**config.mk**
```make
export PLATFORM = sky130hd
export DESIGN_NAME = mem_access_unit
export DESIGN_NICKNAME = d
export VERILOG_FILES = /design/src/rtl/mem_pkg.sv /design/src/rtl/load_align_extend.sv /design/src/rtl/mem_access_unit.sv
export SDC_FILE = /design/constraint.sdc
export NUM_CORES = 1
export LEC_CHECK = 0
export ABC_AREA = 1
export CAP_MARGIN = 20
export CELL_PAD_IN_SITES_DETAIL_PLACEMENT = 0
export CELL_PAD_IN_SITES_GLOBAL_PLACEMENT = 1
export CORE_MARGIN = 4
export CORE_UTILIZATION = 26
export DETAILED_ROUTE_END_ITERATION = 7
export GPL_TIMING_DRIVEN = 0
export PLACE_DENSITY = 0.81
export REMOVE_ABC_BUFFERS = 1
export SLEW_MARGIN = 20
export SYNTH_ARGS = -nofsm -noshare
export SYNTH_HDL_FRONTEND = slang
export SYNTH_HIERARCHICAL = 1
export SYNTH_SLANG_ARGS = --single-unit
export TNS_END_PERCENT = 100
```
**constraint.sdc**
```tcl
create_clock -name clk -period 2.8 [get_ports clk]
set_input_delay 0.42 -clock clk [delete_from_list [all_inputs] [get_ports clk]]
set_output_delay 0.42 -clock clk [all_outputs]
set_load 0.01 [all_outputs]
```
**src/rtl/mem_pkg.sv**
```systemverilog
// Shared definitions for the MEM stage: op codes, access-size helpers,
// store lane steering and the access FSM encoding.
package mem_pkg;

  localparam logic [5:0] OP_LB  = 6'b001011;
  localparam logic [5:0] OP_LH  = 6'b001100;
  localparam logic [5:0] OP_LW  = 6'b001101;
  localparam logic [5:0] OP_LBU = 6'b001110;
  localparam logic [5:0] OP_LHU = 6'b001111;
  localparam logic [5:0] OP_SB  = 6'b010000;
  localparam logic [5:0] OP_SH  = 6'b010001;
  localparam logic [5:0] OP_SW  = 6'b010010;

  typedef enum logic [1:0] {
    IDLE   = 2'd0,
    ACCESS = 2'd1,
    DONE   = 2'd2
  } state_t;

  typedef enum logic [1:0] {
    SZ_NONE,
    SZ_BYTE,
    SZ_HALF,
    SZ_WORD
  } size_t;

  typedef struct packed {
    logic [31:0] wdata;
    logic [3:0]  wstrb;
  } store_lanes_t;

  function automatic logic is_load(input logic [5:0] op);
    return (op == OP_LB) || (op == OP_LH) || (op == OP_LW) ||
           (op == OP_LBU) || (op == OP_LHU);
  endfunction

  function automatic logic is_store(input logic [5:0] op);
    return (op == OP_SB) || (op == OP_SH) || (op == OP_SW);
  endfunction

  function automatic logic is_mem_op(input logic [5:0] op);
    return is_load(op) || is_store(op);
  endfunction

  function automatic size_t access_size(input logic [5:0] op);
    size_t sz;
    case (op)
      OP_LB, OP_LBU, OP_SB: sz = SZ_BYTE;
      OP_LH, OP_LHU, OP_SH: sz = SZ_HALF;
      OP_LW, OP_SW:         sz = SZ_WORD;
      default:              sz = SZ_NONE;
    endcase
    return sz;
  endfunction

  function automatic logic is_aligned(input logic [5:0] op, input logic [1:0] offset);
    logic ok;
    case (access_size(op))
      SZ_HALF: ok = ~offset[0];
      SZ_WORD: ok = (offset == 2'b00);
      default: ok = 1'b1;
    endcase
    return ok;
  endfunction

  // Replicate the store value across every lane it could land in; the strobes
  // select which lanes the memory actually writes.
  function automatic store_lanes_t store_steer(input logic [5:0]  op,
                                               input logic [1:0]  offset,
                                               input logic [31:0] data);
    store_lanes_t lanes;
    lanes = '0;
    if (is_store(op)) begin
      case (access_size(op))
        SZ_BYTE: begin
          lanes.wdata = {4{data[7:0]}};
          lanes.wstrb = 4'b0001 << offset;
        end
        SZ_HALF: begin
          lanes.wdata = {2{data[15:0]}};
          lanes.wstrb = 4'b0011 << offset;
        end
        SZ_WORD: begin
          lanes.wdata = data;
          lanes.wstrb = 4'b1111;
        end
        default: lanes = '0;
      endcase
    end
    return lanes;
  endfunction

endpackage

```
**src/rtl/load_align_extend.sv**
```systemverilog
// Extracts the addressed lane from a read word and sign/zero extends it
// according to the load op.
module load_align_extend
  import mem_pkg::*;
(
  input  logic [31:0] rdata,
  input  logic [1:0]  offset,
  input  logic [5:0]  op,
  output logic [31:0] result
);

  logic [31:0] lane;

  assign lane = rdata >> {offset, 3'b000};

  // NOTE: result gets a default before the case so no latch is inferred.
  always_comb begin
    result = lane;
    case (op)
      OP_LB:   result = {{24{lane[7]}}, lane[7:0]};
      OP_LH:   result = {{16{lane[15]}}, lane[15:0]};
      OP_LBU:  result = {24'd0, lane[7:0]};
      OP_LHU:  result = {16'd0, lane[15:0]};
      default: result = lane;
    endcase
  end

endmodule

```
**src/rtl/mem_access_unit.sv**
```systemverilog
// MEM-stage controller: issues one ready-handshaked data memory access per
// instruction, steers store lanes, extends loads and stalls while busy.
module mem_access_unit
  import mem_pkg::*;
#(
  parameter int unsigned ADDR_WIDTH     = 32,
  parameter int unsigned TIMEOUT_CYCLES = 255
) (
  input  logic                  clk,
  input  logic                  reset,
  input  logic                  valid,
  input  logic [5:0]            aluSelect,
  input  logic [ADDR_WIDTH-1:0] address,
  input  logic [31:0]           storeData,
  output logic                  mem_read,
  output logic                  mem_write,
  output logic [ADDR_WIDTH-1:0] mem_addr,
  output logic [31:0]           mem_wdata,
  output logic [3:0]            mem_wstrb,
  input  logic [31:0]           mem_rdata,
  input  logic                  mem_ready,
  output logic [31:0]           loadData,
  output logic                  loadValid,
  output logic                  stall,
  output logic                  misaligned,
  output logic                  busError
);

  localparam int unsigned CNT_W = (TIMEOUT_CYCLES > 1) ? $clog2(TIMEOUT_CYCLES + 1) : 1;

  state_t         state, state_d;
  logic [5:0]     op_q;
  logic [1:0]     off_q;
  logic [CNT_W-1:0] cnt_q;

  logic           mem_op;
  logic           accept;
  logic           timeout_hit;
  store_lanes_t   lanes;
  logic [31:0]    extended;

  assign mem_op = is_mem_op(aluSelect);
  assign accept = valid && mem_op && is_aligned(aluSelect, address[1:0]);
  assign lanes  = store_steer(aluSelect, address[1:0], storeData);

  // The current ACCESS cycle is the TIMEOUT_CYCLES-th one without ready.
  assign timeout_hit = (TIMEOUT_CYCLES != 0) &&
                       ((32'(cnt_q) + 32'd1) == 32'(TIMEOUT_CYCLES));

  load_align_extend u_align (
    .rdata  (mem_rdata),
    .offset (off_q),
    .op     (op_q),
    .result (extended)
  );

  always_comb begin
    state_d = state;
    stall   = 1'b0;
    case (state)
      IDLE: begin
        if (accept) begin
          stall   = 1'b1;
          state_d = ACCESS;
        end
      end
      ACCESS: begin
        stall = 1'b1;
        if (mem_ready || timeout_hit) state_d = DONE;
      end
      DONE:    state_d = IDLE;
      default: state_d = IDLE;
    endcase
  end

  // NOTE: sequential state uses non-blocking assignments so every register
  // samples pre-edge values regardless of statement order.
  always_ff @(posedge clk) begin
    if (reset) state <= IDLE;
    else       state <= state_d;
  end

  always_ff @(posedge clk) begin
    if (reset) begin
      op_q       <= '0;
      off_q      <= '0;
      cnt_q      <= '0;
      mem_read   <= 1'b0;
      mem_write  <= 1'b0;
      mem_addr   <= '0;
      mem_wdata  <= '0;
      mem_wstrb  <= '0;
      loadData   <= '0;
      loadValid  <= 1'b0;
      misaligned <= 1'b0;
      busError   <= 1'b0;
    end else begin
      loadValid  <= 1'b0;
      misaligned <= 1'b0;
      busError   <= 1'b0;
      case (state)
        IDLE: begin
          if (accept) begin
            op_q      <= aluSelect;
            off_q     <= address[1:0];
            cnt_q     <= '0;
            mem_read  <= is_load(aluSelect);
            mem_write <= is_store(aluSelect);
            mem_addr  <= {address[ADDR_WIDTH-1:2], 2'b00};
            mem_wdata <= lanes.wdata;
            mem_wstrb <= lanes.wstrb;
          end else if (valid && mem_op) begin
            misaligned <= 1'b1;
          end
        end
        ACCESS: begin
          if (mem_ready) begin
            mem_read  <= 1'b0;
            mem_write <= 1'b0;
            mem_wstrb <= '0;
            if (is_load(op_q)) begin
              loadData  <= extended;
              loadValid <= 1'b1;
            end
          end else if (timeout_hit) begin
            mem_read  <= 1'b0;
            mem_write <= 1'b0;
            mem_wstrb <= '0;
            busError  <= 1'b1;
            loadData  <= '0;
            loadValid <= is_load(op_q);
          end else begin
            cnt_q <= cnt_q + CNT_W'(1);
          end
        end
        default: ;
      endcase
    end
  end

endmodule

```
==> out/qor.yml <==
cts:
  cts_root_buf: "clkbuf_16"
  clkTransAtPathRegs_ps: 60
  cts.sinks: 121
  numCtsBuffers: 17
  clock_path_buffers: 2
  clk-insertion-delay-late_ps: 410
  cts.hold.buffers_added: 0
  cts_htree_levels: 4
  cts_tree: "yes"
detailed_routing:
  drtIter0Drc: 353
  avgRoutedWirePerCell_um: 15.5
  vias_per_cell: 4.65
  routed_wl_mm: 21.7
  route.detailed.drc: 0
  ant_nets: 0
  vias: 6482
  dr.pass1.iters: 5
setup_path:
  crit_chain: "clkdlybuf4s50_1 -> inv_2 -> ha_1 -> nand3_1 -> nand2_1 -> nand2_1 -> nand3_2 -> nand3_4 -> nand3_4 -> nand2_4 -> clkdlybuf4s15_2"
  worst-path-buf-inv: 3
  cp.required_ps: 2380
  start_kind: "input port"
  critical_path.endpoint_type: "output pin"
  critPathMaxStageDelay_ps: 520
  criticalPathCategory: "input port to output pin"
  critPathSlowestCell: "clkdlybuf4s50_1"
  cp_max_fo: 6
  critPathArrivalTime_ps: 2220
  critical_path.top_delay_family: "buffers and inverters"
synth:
  ys_seq_area_frac: 0.402
  syn_area_um2: 6030
  yosysWarningCount: 6
  synth-seq-cells: 121
  synthArstFlopShare: 0
  avgSynthCellArea_um2: 6.55
  ys.flop_type: "dfxtp_1"
  ys_types: 34
  syn_inst: 921
  synth_edf_count: 0
finish:
  design_area_um2: 8980
  layout_commonest_cell: "nand2_1"
  area_growth_pct: 49.0
  num_antenna_cells: 0
  drive_gt1_frac: 0.0658
  final_cell_mix: "nand2_1 (322), clkdlybuf4s50_1 (205), a21oi_1 (123)"
  nets: 1210
global_routing:
  grt_max_degree: 71
  gr-total-overflow: 0
  grt_first_pass_wirelength_mm: 34.0
  grt_pass1_vias: 6136
  antenna_found_initial: 0
  grtUsageTotal: 0.165
place:
  place_ws_ps: -1300
  place_congestion: 0.817
  post-dp-hpwl_mm: 14.1
  port-buffer-count: 209
  place_area_um2: 8250
die:
  die_x_um: 160
  die_h_um: 160
  dieArea_um2: 25700
  num_rows: 55
  pin_count: 212
  core-area_um2: 22700
  initial_utilization: 0.265
sta:
  skew_ps: 9.21
  setup_viol: 0
  slew_violations: 0
  worst_pin_slew_ps: 843
  rsz0062_at_grt: "no"
  fin_ws_ps: 156
  period_needed_ps: 2640
  finalCritPeriodShare: 0.944
  max_slew_margin: 0.437
  max_freq_mhz: 378
  hold_viol_final: 0
outcome:
  status: "completed"
power_and_ir_drop:
  power.density_nw_per_um2: 520
  leakage_nw: 3.51
  peakVddDrop_uv: 353
worst_hold_path:
  worstHoldPathType: "input port to flip-flop"
job:
  cap_violations: 0
[synth_stat cells, types with 2 or more instances]
library cell	n	share of area
a21oi_1	124	0.10
a22oi_1	7	0.0087
a31oi_1	6	0.0062
buf_2	20	0.017
buf_4	7	0.0087
buf_6	4	0.0075
clkbuf_1	28	0.017
dfxtp_1	121	0.40
ha_1	7	0.015
inv_1	46	0.029
inv_2	4	0.0025
nand2_1	324	0.20
nand2_2	5	0.0052
nand3_1	86	0.071
nand4_1	3	0.0031
nor2_1	69	0.043
nor2_2	6	0.0062
nor3_1	6	0.0050
o21ai_0	32	0.027
o21bai_1	2	0.0025
[final cells by class]
| type | instances | area, µm² |
|---|---|---|
| tap | 285 | 357 |
| clock buffer | 18 | 439 |
| sequential | 121 | 2420 |
| fill | 2431 | 13700 |
| timing repair buffer | 214 | 2170 |
| inverter | 52 | 215 |
| multi-input combinational | 691 | 3180 |
| clock inverter | 14 | 196 |
[power breakdown]
part | leakage, nW | internal, mW | switching [mW]
Clock | 0.303 | 1.52 | 0.863
Combinational | 2.23 | 0.250 | 0.259
Sequential | 0.978 | 1.75 | 0.0307
Total | 3.51 | 3.52 | 1.15
[per-stage QoR]
step                cells   util  hold slack, ps  setup TNS [ps]  total power [mW]
global placement     1356  0.360             433         -283950              2.31
finish               1395  0.395             423               0              4.67
floorplan             862      -             418           -9480              2.01
global route         1395  0.395             441               0              4.87
detailed placement   1358  0.363             447          -94370              2.32
CTS                  1394  0.394             409               0              4.74
[metal layers]
metal  part of all wire  track usage  routed length, µm  vias up
met5                  0            0                  0        -
met4              0.018       0.0524                380        0
met3              0.078       0.0586               1690       19
met2               0.45        0.261               9700      210
met1               0.46        0.211               9880     2918
li1                   -            -                  -     3335
[timing repair]
action | in CTS | in global routing
setup buffers | 2 | 1
endpoints found under the setup margin | 85 | 76
gates cloned | 2 | 0
pin swaps | 2 | 0
hold endpoints to repair | 0 | 0
gates resized for setup | 7 | 10
[tightest hold or removal path, stage by stage]
cell and delay, ps:
dlymetal6s2s_1 160, inv_1 120, a21oi_1 80
[final timing paths]
check / from / depth (start not counted) / slack, ps / endpoint
hold / removal: aluSelect[1] / 3 / 420 / op_q[1]
setup reg to reg: state[0] / 7 / 490 / loadData[6]
hold reg to reg: op_q[5] / 2 / 460 / op_q[5]
setup / recovery: aluSelect[0] / 11 / 160 / stall
[flip-flops by register name (all words and copies together) (netlist names)]
name,count
mem_write,1
op_q,6
mem_addr,30
busError,1
mem_wdata,32
cnt_q,8
loadValid,1
off_q,2
state,2
mem_wstrb,4
mem_read,1
misaligned,1
loadData,32
[cells by family after synthesis]
family,Yosys count,synth area share
DFF,121,0.402
and+or+nand+nor,504,0.344
buffers and inverters,112,0.0839
xor gates and xnor gates,2,0.00291
other,1,0.000622
adders and majority gates,7,0.0145
AOI/OAI and AO/OA,174,0.152
Note: power is estimated with default switching activity, not from simulation.
